`config.mk`:
```
export PLATFORM = sky130hd
export DESIGN_NAME = reorder_buffer
export DESIGN_NICKNAME = d
export VERILOG_FILES = /design/src/rtl/reorder_buffer.sv
export SDC_FILE = /design/constraint.sdc
export NUM_CORES = 2
export LEC_CHECK = 0
export BUFFER_PORTS_ARGS = -buffer_cell sky130_fd_sc_hd__buf_2
export CAP_MARGIN = 20
export CORE_MARGIN = 3
export CORE_UTILIZATION = 41
export DETAILED_ROUTE_END_ITERATION = 10
export SETUP_SLACK_MARGIN = 0.15
export SKIP_CTS_REPAIR_TIMING = 1
export SYNTH_ARGS = -nofsm -noshare
export SYNTH_HDL_FRONTEND = slang
export SYNTH_SLANG_ARGS = --single-unit
```
`constraint.sdc`:
```
create_clock -name clk -period 4 [get_ports clk]
set_input_delay 0.6 -clock clk [delete_from_list [all_inputs] [get_ports clk]]
set_output_delay 0.6 -clock clk [all_outputs]
set_load 0.005 [all_outputs]
```
`src/rtl/reorder_buffer.sv`:
```
// reorder_buffer: in-order retirement buffer feeding the architectural
// register file retire write port. Entries are allocated in program order
// at the tail, completed out of order by tag, and retired from the head one
// per cycle once done. A flush drops every in-flight entry.

// One buffer slot. The top level guarantees that alloc_en and complete_en
// never target the same slot in the same cycle, and that retire_en only
// hits a valid, done slot.
module rob_entry #(
    parameter int NUM_REG_LOG2 = 5,
    parameter int REG_SIZE     = 32
) (
    input  logic                    clk,
    input  logic                    rst,
    input  logic                    flush,
    input  logic                    alloc_en,
    input  logic [NUM_REG_LOG2-1:0] alloc_rd,
    input  logic                    complete_en,
    input  logic [REG_SIZE-1:0]     complete_data,
    input  logic                    retire_en,
    output logic                    valid,
    output logic                    done,
    output logic [NUM_REG_LOG2-1:0] rd,
    output logic [REG_SIZE-1:0]     data
);

    // Slot state: reset wipes everything, flush only drops valid/done,
    // retire wins over a same-cycle completion to the head slot.
    always_ff @(posedge clk) begin
        if (rst) begin
            valid <= 1'b0;
            done  <= 1'b0;
            rd    <= '0;
            data  <= '0;
        end else if (flush) begin
            valid <= 1'b0;
            done  <= 1'b0;
        end else begin
            if (alloc_en) begin
                valid <= 1'b1;
                done  <= 1'b0;
                rd    <= alloc_rd;
            end
            if (complete_en) begin
                done <= 1'b1;
                data <= complete_data;
            end
            if (retire_en) begin
                valid <= 1'b0;
                done  <= 1'b0;
            end
        end
    end

endmodule

module reorder_buffer #(
    parameter int NUM_ROB      = 16,
    parameter int NUM_ROB_LOG2 = $clog2(NUM_ROB),
    parameter int NUM_REG      = 32,
    parameter int NUM_REG_LOG2 = $clog2(NUM_REG),
    parameter int REG_SIZE     = 32
) (
    input  logic                    clk,
    input  logic                    rst,
    input  logic                    alloc_valid,
    input  logic [NUM_REG_LOG2-1:0] alloc_rd,
    output logic                    alloc_ready,
    output logic [NUM_ROB_LOG2-1:0] alloc_tag,
    input  logic                    complete_valid,
    input  logic [NUM_ROB_LOG2-1:0] complete_tag,
    input  logic [REG_SIZE-1:0]     complete_data,
    input  logic                    flush,
    output logic                    retire_valid,
    output logic [NUM_REG_LOG2-1:0] retire_reg,
    output logic [REG_SIZE-1:0]     retire_reg_data,
    output logic [NUM_ROB_LOG2-1:0] retire_tag,
    output logic [NUM_ROB_LOG2:0]   count
);

    localparam logic [NUM_ROB_LOG2:0]   CNT_FULL = (NUM_ROB_LOG2+1)'(NUM_ROB);
    localparam logic [NUM_ROB_LOG2:0]   CNT_ONE  = (NUM_ROB_LOG2+1)'(1);
    localparam logic [NUM_ROB_LOG2-1:0] PTR_ONE  = NUM_ROB_LOG2'(1);

    // Fields of the slot currently at the head, as seen by the retire port.
    typedef struct packed {
        logic [NUM_REG_LOG2-1:0] rd;
        logic [REG_SIZE-1:0]     data;
    } head_t;

    logic [NUM_ROB_LOG2-1:0] head;
    logic [NUM_ROB_LOG2-1:0] tail;

    logic [NUM_ROB-1:0]                   ent_valid;
    logic [NUM_ROB-1:0]                   ent_done;
    logic [NUM_ROB-1:0][NUM_REG_LOG2-1:0] ent_rd;
    logic [NUM_ROB-1:0][REG_SIZE-1:0]     ent_data;

    logic [NUM_ROB-1:0] alloc_en;
    logic [NUM_ROB-1:0] complete_en;
    logic [NUM_ROB-1:0] retire_en;

    logic  alloc_fire;
    logic  retire_fire;
    logic  nonempty;
    head_t head_view;

    // Full is judged on the registered count only; a retirement in the same
    // cycle does not open a slot until the next cycle.
    assign alloc_ready = (count != CNT_FULL);
    assign alloc_fire  = alloc_valid & alloc_ready;
    assign alloc_tag   = tail;

    assign retire_valid = ent_valid[head] & ent_done[head] & ~flush;
    assign retire_fire  = retire_valid;
    assign retire_tag   = head;

    // Head fields go out only while something is in flight, so stale rd/data
    // left behind by a flush never appears on the retire port.
    assign nonempty  = (count != '0);
    assign head_view = nonempty ? head_t'{rd: ent_rd[head], data: ent_data[head]} : '0;
    assign retire_reg      = head_view.rd;
    assign retire_reg_data = head_view.data;

    genvar gi;
    generate
        for (gi = 0; gi < NUM_ROB; gi++) begin : g_ent
            // A completion only lands on a slot that is already valid, which
            // also rules out hitting the slot being allocated this cycle.
            assign alloc_en[gi]    = alloc_fire  && (tail == NUM_ROB_LOG2'(gi));
            assign complete_en[gi] = complete_valid && ent_valid[gi]
                                     && (complete_tag == NUM_ROB_LOG2'(gi));
            assign retire_en[gi]   = retire_fire && (head == NUM_ROB_LOG2'(gi));

            rob_entry #(
                .NUM_REG_LOG2 (NUM_REG_LOG2),
                .REG_SIZE     (REG_SIZE)
            ) u_ent (
                .clk           (clk),
                .rst           (rst),
                .flush         (flush),
                .alloc_en      (alloc_en[gi]),
                .alloc_rd      (alloc_rd),
                .complete_en   (complete_en[gi]),
                .complete_data (complete_data),
                .retire_en     (retire_en[gi]),
                .valid         (ent_valid[gi]),
                .done          (ent_done[gi]),
                .rd            (ent_rd[gi]),
                .data          (ent_data[gi])
            );
        end
    endgenerate

    // Pointers and occupancy; pointers wrap naturally at NUM_ROB (power of two).
    always_ff @(posedge clk) begin
        if (rst || flush) begin
            head  <= '0;
            tail  <= '0;
            count <= '0;
        end else begin
            if (alloc_fire)
                tail <= tail + PTR_ONE;
            if (retire_fire)
                head <= head + PTR_ONE;
            case ({alloc_fire, retire_fire})
                2'b10:   count <= count + CNT_ONE;
                2'b01:   count <= count - CNT_ONE;
                default: count <= count;
            endcase
        end
    end

endmodule
```
After elaboration in Yosys (flattened, before gate mapping)
Index checks and enable logic that the tools add are counted.
W data, S select, Z words.

cells by class
  add/subtract/negate cells = 4
  multipliers = 0
  div/mod/pow operators = 0
  magnitude comparators = 1
  equal/unequal tests = 48
  shift-type cells = 0
  muxes and demuxes = 42
  bitwise gates (word level) = 4
  reduce and logical (&&, ||, !) cells = 134

operator list
  cell                   count
  $bmux W32 S4           1
  $eq A4 B4 Y1 const B   24
  $logic_and A1 B1 Y1    64
  $reduce_and A2 Y1      32
  $eq A4 B3 Y1 const B   12
  $reduce_or A3 Y1       16
  $mux W37               1
  $mux W1                34
  $reduce_bool A2 Y1     17
  $mux W32               1
  $eq A4 B2 Y1 const B   6
  $bmux W5 S4            1
  $eq A4 B1 Y1 const B   3
  $logic_not A4 Y1       3
  $pmux W5 S2            1
  $add A4 B1 Y4 const B  2
  $bmux W1 S4            2
  $add A5 B1 Y5 const B  1
  $lt A4 B5 Y1 const B   1
  $mux W5                1
  $ne A5 B5 Y1 const B   1
  $reduce_bool A5 Y1     1
  $sub A5 B1 Y5 const B  1
  $and A1 B1 Y1          3
  other kinds (4)        4

word-level totals
  flip-flop bits (word level) = 637
  latch bits = 0
  RAM bits = 0
  bits in read-only memories = 0
  bits of input ports = 46
  output and inout bits = 52
  word-level logic and storage cells = 300
  memories = 0

Depth between registers and ports, before layout
  word-level depth = 6
  mapped depth = 15
  depth with buffers taken out = 12

By module
Synthesis repeated with hierarchy kept, for this count alone.

second synthesis, totals
  cell total of the unflattened synthesis = 3273
  area, all modules = 34022.6 um2

by module, submodules not included
  module          instances  cells each  area an instance (um2)  seq. area each (um2)
  rob_entry       16         176         1747.9                  780.7
  reorder_buffer  1          457         6055.8                  260.2

Worst setup path after synthesis
Ideal clock, no wire load.

  path kind = flip-flop to flip-flop
  start = register head[1] (netlist: retire_tag[1])
  end = register count[4]
  setup time = 0.070 ns
  arrival = 3.145 ns
  data required time = 3.930 ns
  slack = 0.785 ns
  stages on the path, launching flop included = 14
  buffers on the path = 2
  clock period less this slack = 3.215 ns
  path through = dfxtp_1 > buf_2 > mux4_2 > nor2_1 > a311oi_2 > o21a_2 > buf_4 > ha_1 > fa_1 > a21o_1 > a21oi_1 > xor2_1 > or3_1 > a21oi_1

between the ends
  longest elaborated chain between the ends = 6
  elaborated cells on any way between the ends = 10
  those cells by class = eq/ne: 2; mux: 5; bitwise: 2; reduce/logical: 1

RTL lines
  item                                                      RTL line  source
  start, declared                                           91        logic [NUM_ROB_LOG2-1:0] head;
  start signal, assigned                                    165       head <= head + PTR_ONE;
  $bmux W1 S4                                               114       assign retire_valid = ent_valid[head] & ent_done[head] & ~flush;
  $mux W1 (not written as such)                             114
  $and A1 B1 Y1 (*) (2 in series)                           114
  named net retire_valid                                    74        output logic retire_valid,
  $eq A2 B1 Y1 / $eq A2 B2 Y1 (equally long branches)       166       case ({alloc_fire, retire_fire})
  $pmux W5 S2 / $reduce_bool A2 Y1 (equally long branches)  n/a
  end signal, assigned                                      167       2'b10: count <= count + CNT_ONE;
  end signal, assigned                                      168       2'b01: count <= count - CNT_ONE;
  end signal, assigned                                      169       default: count <= count;
  end, declared                                             78        output logic [NUM_ROB_LOG2:0] count

Mark *: on every way through the listed nets, which the timed path passes. The rest lies on a longest branch. The select of a mux whose other input is x is not followed.
A chain may end at the register's enable or synchronous reset.

Final worst setup path
  start = register head[0] (netlist: retire_tag[0])
  end = output port retire_reg_data[11]

between the ends
  longest elaborated chain between the ends = 3

RTL lines
  item                            RTL line  source
  $bmux W32 S4                    121       assign head_view = nonempty ? head_t'{rd: ent_rd[head], data: ent_data[head]} : '0;
  $mux W32 (not written as such)  121
  $mux W37                        121
  end, declared                   76        output logic [REG_SIZE-1:0] retire_reg_data,

Every way passes these cells. The select of a mux whose other input is x is not followed.

==> summary.md <==
| Metric | Value |
|---|---|
| First-pass GRT wire length | `132.5 mm` |
| WP data required | `3.40 ns` |
| Number of synthesized flops with an enable pin | `0` |
| Fmax | `266.7 MHz` |
| P_leak | `9.965 nW` |
| CORE AREA | `0.06645 sq mm` |
| Crit path max-delay family | `multiplexers` |
| Most numerous cell in the Yosys netlist | `nand2_1` |
| CP most frequent cell | `mux4_2` |
| Pin count of the biggest net entering global routing | `168` |
| CTS tree | `yes` |
| Initial Util | `41.80%` |
| Share of cells above drive strength 1 | `15.65%` |
| Unique masters post-synth | `43` |
| Clk Latency, worst-skew pair | `0.61 ns` |
| Async set or reset register ratio after synthesis | `0%` |
| Grt total ovfl | `0` |
| Outcome | `completed` |
| #FFs+latches synth | `637` |
| Final Hold Fails | `0` |
| Post-route cell area | `0.03101 sq mm` |
| Clk network pwr share | `49.0%` |
| Main synth FF type | `dfxtp_1` |
| Initial antenna violation count | `9` |
| IO Count | `98` |
| Leading area contributor after synthesis | `dfxtp_1` |
| Die height | `266.3 um` |
| Final Cycle Share | `93.72%` |
| Die Wd | `266.3 um` |
| Count of final setup violators | `0` |
| Htree depth | `3` |
| Post-DP HPWL | `49.46 mm` |
| Initial DRC Count | `2,383` |
| Mapped Area | `0.02778 sq mm` |
| Synth-to-layout area growth | `11.63%` |
| Max FO, Critical Path | `30` |
| Synth warnings | `0` |
| GR Util All Layers | `24.20%` |
| CTS Buf Count | `69` |
| P per Cell Area | `423.2 mW/mm^2` |
| DR vias | `22.64k` |
| Avg Cell Area, Syn | `8.638 sq um` |
| RSZ-0062 raised after global routing | `true` |
| Max VDD drop | `253.2 uV` |
| Number of fill cells in the layout | `6,305` |
| Most area-consuming cells after synthesis | `dfxtp_1 (46%), mux4_2 (15%), nand2_1 (15%), a21oi_1 (11%), clkbuf_1 (3.2%)` |
| Root Buffer | `clkbuf_16` |
| Switching share of total power | `22.27%` |
| Seq/Total Area, Yosys | `45.91%` |
| Hold endpoint | `g_ent[0].u_ent.data[6]` |
| Slowest CP cell | `dfxtp_4` |
| Drt drc | `0` |
| Worst min-delay path category | `in -> reg` |
| Switching Power | `2.922 mW` |
| Crit path launch type | `flip-flop` |
| Net Count, Synth | `3,275` |
| Routed WL per cell | `21.48 um` |
| Reg2Reg Depth | `11` |
| Gate power share | `2.6%` |
| CP Data Arrival Time | `3.15 ns` |
| Die area | `0.07091 sq mm` |
| Fin Setup TNS | `0 ns` |
| DR pass1 iterations | `5` |
| # port buffers | `97` |
| Via density per instance | `5.610` |
| Post-layout min period | `3.749 ns` |
| Vias in the first global route | `21.25k` |
| Critical path class | `reg -> out` |
| Sequential share of power | `48.4%` |
| Final nets | `3,174` |
| Post-route ant nets | `0` |
| Critical path launch point | `retire_tag[0]` |
| Max-slew violations | `0` |
| Longest Clk Path Bufs | `3` |
| Worst-path clk slew | `0.06 ns` |
| Crit-path cells | `buf_6 > mux4_2 > mux4_2 > nor2b_1 > buf_2` |
| Final GP Congestion | `0.8066` |
| R2r startpoint | `retire_tag[0]` |
| Worst-margin pin slew | `1.104 ns` |
| Delay of the slowest cell on the worst path | `0.62 ns` |
| Hold_sp | `complete_data[6]` |
| Synth top area share | `45.91%` |
| Relative slew margins | `26.38%` |
| Worst hold stages | `3` |
| Element type at the critical path end | `output pin` |
| P_int | `10.20 mW` |
| Worst Path Buf+Inv | `2` |
| Synth top cells by count | `nand2_1 (1,105), dfxtp_1 (637), a21oi_1 (598)` |
| CTS sink cnt | `637` |
| Max Cap Violations | `0` |
| # rows | `94` |
| R2R Setup Slk | `0.59 ns` |
| Synth Instances | `3,216` |
| Placed Area | `0.02872 sq mm` |
| Total Routed Length | `86.69 mm` |
| Worst r2r dst | `count[4]` |
| Clock skew | `0.01590 ns` |
worst register-to-register path: cells and delay by family, from the launching register on:
family	cells	cell delay, ns
AO/OA/AOI/OAI	5	0.92
adder cells (fa/ha/maj)	2	0.71
flip-flops	1	0.62
multiplexers	1	0.56
AND/OR/NAND/NOR	2	0.43
XOR/XNOR	1	0.10
state kept, by name (all words and copies together) (netlist names):
name and flops:
count 5, alloc_tag 4, retire_tag 4, g_ent.u_ent.valid 16
g_ent.u_ent.rd 80, g_ent.u_ent.done 16, g_ent.u_ent.data 512
per-layer routing:
layer  vias to the layer above  wire length (um)  GRT usage, %
li1                      10700                 -             -
met1                     11050             37900         34.00
met2                       754             40260         38.32
met3                       129              6561         4.174
met4                         8              1927         7.291
met5                         -                46             0
power groups by stage:
stage               Combinational (mW)  Clock (mW)  Sequential (mW)
floorplan                        0.227           0             6.49
detailed placement               0.335           0             6.49
CTS                              0.335        6.54             6.35
global placement                 0.338           0             6.49
finish                           0.339        6.43             6.35
global route                     0.365        6.80             6.35
stage by stage:
stage / util [%] / setup slack [ns] / hold WS (ns) / cells / total power [mW]
after floorplan: - / 0.7848 / 0.4331 / 3216 / 6.721
after global placement: 43.21 / 0.6796 / 0.4384 / 3908 / 6.831
after detailed placement: 43.21 / 0.6687 / 0.4433 / 3908 / 6.828
after CTS: 46.63 / 0.05847 / 0.3449 / 4033 / 13.22
after global routing: 46.66 / 0.1311 / 0.3755 / 4035 / 13.51
final: 46.67 / 0.2510 / 0.3778 / 4036 / 13.12
logic make-up after synthesis:
logic type               count (synthesis)  share of synthesized area [%]
AO/OA/AOI/OAI                          706                          13.18
XOR/XNOR                                 9                         0.2838
adder cells (fa/ha/maj)                 13                         0.6125
buffers and inverters                  336                          5.139
flip-flops                             637                          45.91
multiplexers                           202                          15.85
AND/OR/NAND/NOR                       1313                          19.03
cell type report:
cell class                      instances  area (sq um)  share of cell area, %
Timing Repair Buffer                  156          1141                  3.680
Multi-Input combinational cell       2243         13710                  44.22
Clock buffer                          108          2046                  6.597
Tap cell                              864          1081                  3.486
Antenna cell                            3         7.507                0.02421
Clock inverter                         17         226.5                 0.7303
Inverter                                8         30.03                0.09683
Sequential cell                       637         12770                  41.17
worst max path at each step:
stage,endpoint,cells past startpoint
after floorplan,count[4],13
after global placement,count[4],11
after detailed placement,count[4],11
after CTS,retire_reg_data[11],5
after global routing,retire_reg_data[21],5
final,retire_reg_data[11],5
cells in the final DEF, fill, tap and decap left out, types with 8 or more instances in the layout:
cell type,n
a32o_1,12
clkbuf_1,24
and3_1,27
buf_2,96
mux2i_1,10
dfxtp_1,633
nand3_2,16
inv_1,8
nand2_1,1105
nor2_1,47
clkbuf_16,71
clkbuf_8,13
mux4_2,190
buf_12,14
o21ai_0,77
nand3_1,25
nor2b_1,47
buf_4,42
nand2b_1,15
ha_1,12
and3_2,16
a21oi_1,598
Note: power is estimated with default switching activity, not from simulation.
